===== src/rtl/ttt_pkg.sv =====
// Shared constants for the tic-tac-toe candidate scanner: board geometry,
// the eight win-line cell masks and the scan FSM state encoding.
package ttt_pkg;

  localparam int CELLS   = 9;
  localparam int N_CAND  = 9;
  localparam int SEL_W   = 4;
  localparam int N_LINES = 8;
  localparam int LINE_W  = 3;

  // Rows, then columns, then diagonals 0-4-8 and 2-4-6.
  localparam logic [CELLS-1:0] WIN_MASK [0:N_LINES-1] = '{
    9'h007, 9'h038, 9'h1C0,
    9'h049, 9'h092, 9'h124,
    9'h111, 9'h054
  };

  typedef enum logic [1:0] {
    IDLE   = 2'd0,
    SCAN   = 2'd1,
    REPORT = 2'd2
  } state_t;

endpackage


===== src/rtl/win_line_detect.sv =====
// Combinational win-line test on one 9-bit occupancy word; reports the
// lowest-numbered completed line when several are complete.
module win_line_detect
  import ttt_pkg::*;
(
  input  logic [CELLS-1:0]  i_word,
  output logic              o_hit,
  output logic [LINE_W-1:0] o_line
);

  always_comb begin
    o_hit  = 1'b0;
    o_line = '0;
    // Walk from the highest line down so the lowest hit ends up winning.
    for (int l = N_LINES - 1; l >= 0; l--) begin
      if ((i_word & WIN_MASK[l]) == WIN_MASK[l]) begin
        o_hit  = 1'b1;
        o_line = LINE_W'(l);
      end
    end
  end

endmodule


===== src/rtl/win_scan_ctrl.sv =====
// Walks the 9:1 candidate-board mux one select per cycle and reports the
// first legal candidate that completes a win line.
//
//   state  | meaning
//   IDLE   | sel_o parked at 0, waiting for start_i
//   SCAN   | evaluating candidate sel_o against the win lines
//   REPORT | done_o pulse, results valid
module win_scan_ctrl
  import ttt_pkg::*;
(
  input  logic              clk,
  input  logic              rst,
  input  logic              start_i,
  input  logic [N_CAND-1:0] valid_mask_i,
  input  logic [CELLS-1:0]  mux_data_i,
  output logic [SEL_W-1:0]  sel_o,
  output logic              busy_o,
  output logic              done_o,
  output logic              found_o,
  output logic [SEL_W-1:0]  win_idx_o,
  output logic [LINE_W-1:0] win_line_o
);

  state_t              r_state, w_state_nxt;
  logic [SEL_W-1:0]    r_sel, w_sel_nxt;
  logic [N_CAND-1:0]   r_mask, w_mask_nxt;
  logic                r_found, w_found_nxt;
  logic [SEL_W-1:0]    r_idx, w_idx_nxt;
  logic [LINE_W-1:0]   r_line, w_line_nxt;
  logic                w_hit;
  logic [LINE_W-1:0]   w_hit_line;

  win_line_detect u_detect (
    .i_word (mux_data_i),
    .o_hit  (w_hit),
    .o_line (w_hit_line)
  );

  always_ff @(posedge clk) begin
    if (rst) r_state <= IDLE;
    else     r_state <= w_state_nxt;
  end

  always_comb begin
    w_state_nxt = r_state;
    w_sel_nxt   = r_sel;
    w_mask_nxt  = r_mask;
    w_found_nxt = r_found;
    w_idx_nxt   = r_idx;
    w_line_nxt  = r_line;
    case (r_state)
      IDLE: begin
        w_sel_nxt = '0;
        if (start_i) begin
          w_mask_nxt  = valid_mask_i;
          w_found_nxt = 1'b0;
          w_idx_nxt   = '0;
          w_line_nxt  = '0;
          w_state_nxt = SCAN;
        end
      end
      SCAN: begin
        // Illegal candidates still burn their cycle so latency tracks index.
        if (r_mask[r_sel] && w_hit) begin
          w_found_nxt = 1'b1;
          w_idx_nxt   = r_sel;
          w_line_nxt  = w_hit_line;
          w_state_nxt = REPORT;
        end else if (r_sel == SEL_W'(N_CAND - 1)) begin
          w_state_nxt = REPORT;
        end else begin
          w_sel_nxt = r_sel + 1'b1;
        end
      end
      REPORT: begin
        w_sel_nxt   = '0;
        w_state_nxt = IDLE;
      end
      default: begin
        w_sel_nxt   = '0;
        w_state_nxt = IDLE;
      end
    endcase
  end

  always_ff @(posedge clk) begin
    if (rst) begin
      r_sel   <= '0;
      r_mask  <= '0;
      r_found <= 1'b0;
      r_idx   <= '0;
      r_line  <= '0;
    end else begin
      r_sel   <= w_sel_nxt;
      r_mask  <= w_mask_nxt;
      r_found <= w_found_nxt;
      r_idx   <= w_idx_nxt;
      r_line  <= w_line_nxt;
    end
  end

  assign sel_o      = r_sel;
  assign busy_o     = (r_state != IDLE);
  assign done_o     = (r_state == REPORT);
  assign found_o    = r_found;
  assign win_idx_o  = r_idx;
  assign win_line_o = r_line;

endmodule


===== config.mk =====
export PLATFORM = sky130hd
export DESIGN_NAME = win_scan_ctrl
export DESIGN_NICKNAME = d
export VERILOG_FILES = /design/src/rtl/ttt_pkg.sv /design/src/rtl/win_line_detect.sv /design/src/rtl/win_scan_ctrl.sv
export SDC_FILE = /design/constraint.sdc
export NUM_CORES = 1
export LEC_CHECK = 0
export BUFFER_PORTS_ARGS = -buffer_cell sky130_fd_sc_hd__buf_2
export CELL_PAD_IN_SITES_DETAIL_PLACEMENT = 0
export CELL_PAD_IN_SITES_GLOBAL_PLACEMENT = 1
export CORE_MARGIN = 3
export CORE_UTILIZATION = 33
export CTS_CLUSTER_DIAMETER = 200
export CTS_CLUSTER_SIZE = 25
export DETAILED_ROUTE_END_ITERATION = 6
export HOLD_SLACK_MARGIN = 0.15
export MAX_ROUTING_LAYER = met4
export PLACE_DENSITY_LB_ADDON = 0.25
export REMOVE_ABC_BUFFERS = 1
export SLEW_MARGIN = 25
export SYNTH_ARGS = -nofsm -noshare
export SYNTH_HDL_FRONTEND = slang
export SYNTH_HIERARCHICAL = 1
export SYNTH_SLANG_ARGS = --single-unit

===== constraint.sdc =====
create_clock -name clk -period 1.6 [get_ports clk]
set_input_delay 0.08 -clock clk [delete_from_list [all_inputs] [get_ports clk]]
set_output_delay 0.08 -clock clk [all_outputs]
set_load 0.005 [all_outputs]

Yosys cells after proc, flatten, opt, wreduce, memory -nomap -nowiden. Cells that the tools add are included.

Add/subtract/negate cells: 1. $lt $le $gt $ge: 1. Eq/ne operators: 14. Multiplexer cells: 31. Bitwise logic cells: 3. Reduce and logical (&&, ||, !) cells: 9.

Operators with widths (number): $mux W3 (10); $eq A3 B3 Y1 const B (8); $mux W1 (11); $mux W4 (2); $pmux W4 S2 (1); $mux W2 (3); $pmux W3 S2 (1); $reduce_and A2 Y1 (3); $lt A4 B5 Y1 const B (1); $add A4 B1 Y4 const B (1); $bmux W1 S4 (1); $eq A4 B4 Y1 const B (1); $ne A2 B2 Y1 const B (2); $pmux W2 S2 (1); $reduce_bool A2 Y1 (2); $ne A3 B3 Y1 const B (1); $not A1 Y1 (3); $reduce_and A3 Y1 (1); $eq A2 B1 Y1 const B (1); $eq A2 B2 Y1 const B (1); $logic_not A2 Y1 (1); $pmux W1 S2 (1); $reduce_or A2 Y1 (1); $logic_and A1 B1 Y1 (1).

Flip-flop bits (word level): 23. Input bits: 21. Output and inout port bits: 14. Logic and storage cells: 65.

Longest topological paths before layout.
Depth in word-level cells: 12. Depth in mapped cells: 9. Mapped depth without buffers: 9.

Hierarchy. The synthesis kept the hierarchy.

By module, submodules not included: win_scan_ctrl (instances 1, cells an instance 120, area an instance 1073.5 um^2, sequential area each 460.4 um^2); win_line_detect (instances 1, cells an instance 22, area an instance 123.9 um^2, sequential area each 0.0 um^2).

Least setup slack after synthesis. No wires, ideal clock.

Path type: register -> register. Start point: register r_sel[0] (netlist: sel_o[0]). End point: register r_found (netlist: found_o). Setup time: 0.116 ns. Data arrival time: 1.523 ns. Data required time: 1.484 ns. Path slack: -0.040 ns. Cell stages (with the launch flop): 7. Buffers on the path: 1. Clock period less this slack: 1.640 ns. Cell sequence: dfxtp_1 > buf_6 > mux2i_1 > a22oi_1 > and3_1 > o211a_1 > a31o_2.

Cells in the longest elaborated chain, start to end: 5.

RTL lines: start: declaration (line win_scan_ctrl.sv:25) `logic [SEL_W-1:0] r_sel, w_sel_nxt;`; start signal: assignment (line win_scan_ctrl.sv:94) `r_sel <= w_sel_nxt;`; $bmux W1 S4 (line win_scan_ctrl.sv:64) `if (r_mask[r_sel] && w_hit) begin`; $mux W1 (implied by the code) (line win_scan_ctrl.sv:64); $logic_and A1 B1 Y1 (line win_scan_ctrl.sv:64); $ne A2 B2 Y1 (no source line); $reduce_and A3 Y1 (no source line); end signal: assignment (line win_scan_ctrl.sv:96) `r_found <= w_found_nxt;`; end: declaration (line win_scan_ctrl.sv:27) `logic r_found, w_found_nxt;`.

No other way between the ends. The select of a mux whose other input is x is not followed. A chain may end at the register's enable or synchronous reset.

Final worst setup path.
Start point: register r_sel[0] (netlist: sel_o[0]). End point: register r_sel[0] (netlist: sel_o[0]).

Cells in the longest elaborated chain, start to end: 5. Elaborated cells between the ends (all ways): 8. Classes of those cells: 1 x add/sub; 1 x eq/ne; 2 x mux; 2 x bitwise; 2 x reduce/logical.

RTL lines (line): $bmux W1 S4 (win_scan_ctrl.sv:64); $mux W1 (implied by the code) (win_scan_ctrl.sv:64); $logic_and A1 B1 Y1 (win_scan_ctrl.sv:64); $not A1 Y1 (no source line); $reduce_and A2 Y1 (no source line).

Several ways; a longest one is shown, not always the timed one. The select of a mux whose other input is x is not followed.

==> summary.md <==
| Metric | Value |
|---|---|
| Num CTS Buffers | `3` |
| Cell-internal power | `0.8560 mW` |
| Vias/cell | `5.084` |
| TritonRoute pass-1 iters | `4` |
| I/O Pins | `35` |
| Slew @ Worst Pin | `376.5 ps` |
| Critical path peak fanout | `6` |
| Register clock-pin slew on the reported worst setup and hold paths | `140 ps` |
| Synthesis-stage register bit count | `23` |
| Detail Route Antenna Nets | `0` |
| Met2 Use GR | `25.53%` |
| Clock Path Buffers | `2` |
| Final setup vio count | `8` |
| H-tree Lvls | `1` |
| GPL Wtd Cong | `0.9159` |
| Met1 Usage GRT | `17.42%` |
| Die Span X | `66.24 um` |
| Met3 Track Usage GR | `3.912%` |
| Power per Cell Area | `706.2 mW/mm2` |
| Sink Count | `23` |
| # fillers | `346` |
| Mapped Cells | `142` |
| Sw Ratio | `29.55%` |
| Synth-to-layout area growth | `43.68%` |
| Core Rows | `21` |
| Kind of end point of the critical path | `flip-flop` |
| Final Worst Setup Slack | `-99.70 ps` |
| Async S/R FF share, synth | `0%` |
| Worst path max stage delay | `390 ps` |
| Setup repair after global routing missed its margin | `true` |
| Buffers on Ports | `34` |
| Hold Fails Final Rpt | `0` |
| Crit path required time | `1790 ps` |
| Root Buffer | `clkbuf_4` |
| Starting density of the core | `35.05%` |
| Initial drt markers | `56` |
| Layout cells sized above 1 | `36.45%` |
| Post-synthesis sequential area ratio | `38.45%` |
| Ys Warns | `6` |
| Core region area | `0.003416 mm2` |
| Cell Area, Synth | `0.001197 mm2` |
| CP startpoint kind | `flip-flop` |
| Nets | `227` |
| Critical Path AT | `1890 ps` |
| Diode count | `0` |
| Drt wl/cell | `12.79 um` |
| Logic gate share of total power | `26.9%` |
| Leakage power | `0.7707 nW` |
| First-pass GRT wire length | `5.016 mm` |
| Worst-path cell chain | `buf_6 -> mux2i_4 -> a221oi_4 -> a31oi_1 -> buf_4 -> nand4_1 -> o31ai_4` |
| Net Sw Power | `0.3590 mW` |
| DP HPWL | `2.475 mm` |
| Final WL | `3.185 mm` |
| Post-Place Worst Slack | `-130.9 ps` |
| Max transition margin | `74.84%` |
| Synth Flop Type | `dfxtp_1` |
| Grt ovf | `0` |
| Final period utilization | `106.2%` |
| Final period demand of the worst path | `1700 ps` |
| Clock Latency Late Sink | `320 ps` |
| Vias | `1266` |
| Peak supply drop | `0.4002 mV` |
| Clock Power Share | `22.1%` |
| Design area | `0.001720 mm2` |
| Delay-heaviest family, CP | `compound AO/OA/AOI/OAI gates` |
| Die area | `0.004387 mm2` |
| Drc violations | `0` |
| Area taken by multi-input logic gates | `733.2 um2` |
| Hold crit path type | `input pin to flip-flop` |
| Cell Area, Placed | `0.001509 mm2` |
| Initial antenna violation count | `0` |
| Buf+Inv Stages, Crit Path | `2` |
| Clk_skew | `19.52 ps` |
| CTS tree | `built` |
| Failing checks | `negative setup slack` |
| Status | `finished with violations` |
| EDFF count, synth | `0` |
| Setup CP Type | `flip-flop to flip-flop` |
| Count of pins over their slew limit | `0` |
| TNS Setup | `-344.4 ps` |
| Vias in the first global route | `1165` |
| Flop pwr share | `51.0%` |
| Unique masters post-synth | `41` |
| GRT busiest layer | `met2` |
| Critical-path top delay cell | `a221oi_4` |
| Total track usage | `15.23%` |
| Max-cap violations | `0` |
| Die span in y | `66.24 um` |
| Pin count of the biggest net entering global routing | `14` |
| Syn_area_per_cell | `8.432 um2` |
| Max Clk Rate | `588.3 MHz` |
| Register area | `462.9 um2` |
==> registers in the layout, indices dropped and copies added (netlist names) <==
name	count
sel_o	4
r_state	2
win_idx_o	4
found_o	1
win_line_o	3
r_mask	9
==> worst paths after layout <==
kind	startpoint	end	slack (ps)	cells after the start
worst max-delay path	sel_o[0]	sel_o[0]	-100	7
worst min-delay path	mux_data_i[3]	win_line_o[0]	180	4
worst max register to register	sel_o[0]	sel_o[0]	-100	7
worst min register to register	r_mask[0]	r_mask[0]	470	2
==> kinds of logic (layout without fill, tap and decap cells) <==
kind of cell | Yosys count | after routing | share of synthesized area [%]
simple gates | 64 | 64 | 27.27
compound gates | 37 | 37 | 22.78
flops | 23 | 23 | 38.45
buf+inv | 11 | 72 | 4.911
mux | 5 | 5 | 4.493
fa+ha+maj | 2 | 2 | 2.090
==> layout make-up <==
cell class | instances | share of cell area [%]
Clock buffer | 3 | 1.309
Clock inverter | 1 | 0.2909
Inverter | 6 | 1.309
Multi-Input combinational cell | 108 | 42.62
Sequential cell | 23 | 26.91
Tap cell | 46 | 3.345
Timing Repair Buffer | 62 | 24.22
==> cells in the final DEF (no fill, tap or decap), drive strengths merged, types with 4 or more instances in the layout <==
| master | count |
|---|---|
| nand4 | 5 |
| dlygate4sd3 | 10 |
| and2 | 4 |
| dfxtp | 23 |
| nor2 | 5 |
| buf | 52 |
| nand3 | 9 |
| o31ai | 4 |
| inv | 6 |
| mux2i | 5 |
| a21oi | 13 |
| nand2 | 33 |
| a22o | 5 |
==> power groups by stage <==
stage                     logic (mW)  clock network [mW]  registers [mW]
final                          0.327               0.268           0.620
after global routing           0.359               0.291           0.624
after CTS                      0.307               0.270           0.618
after detailed placement       0.272                   0           0.628
after global placement         0.266                   0           0.626
after floorplan                0.142                   0           0.629
==> Yosys cell counts (2+ instances only) <==
cell type,n,area (um2)
a21oi_1,13,65.06
a22o_1,5,43.79
a31oi_1,2,12.51
and2_1,2,12.51
clkbuf_1,3,11.26
dfxtp_1,23,460.4
ha_1,2,25.02
inv_1,5,18.77
mux2i_1,4,40.04
nand2_1,33,123.9
nand3_1,9,45.04
nand4_1,4,25.02
nor2_1,5,18.77
o21ai_0,2,10.01
o31ai_1,4,30.03
==> per-layer routing <==
layer | up-vias | part of all wire, %
li1 | 637 | -
met1 | 575 | 43
met2 | 50 | 50
met3 | 4 | 5.9
met4 | 0 | 1.1
met5 | - | 0
==> worst min-delay path, delay by kind of cell <==
kind | cells | cell delay (ps)
buf+inv | 1 | 100
simple gates | 1 | 100
compound gates | 2 | 190
==> through the flow <==
stage	hold WS, ps	util (%)	std cells	total power [mW]
floorplan	149.1	-	137	0.7710
global placement	320.1	44.18	233	0.8922
detailed placement	326.9	44.18	233	0.9001
CTS	176.0	49.08	248	1.195
global route	232.8	50.37	249	1.275
finish	178.6	50.37	249	1.215
==> timing repair <==
action,in CTS,in global routing
setup buffers,1,1
setup endpoints to repair,7,13
cloned,0,0
endpoints found under the hold margin,10,0
pin swaps,2,5
gates resized for setup,7,8
hold buffers,10,0
No activity file was read; power rests on OpenSTA's default activity.
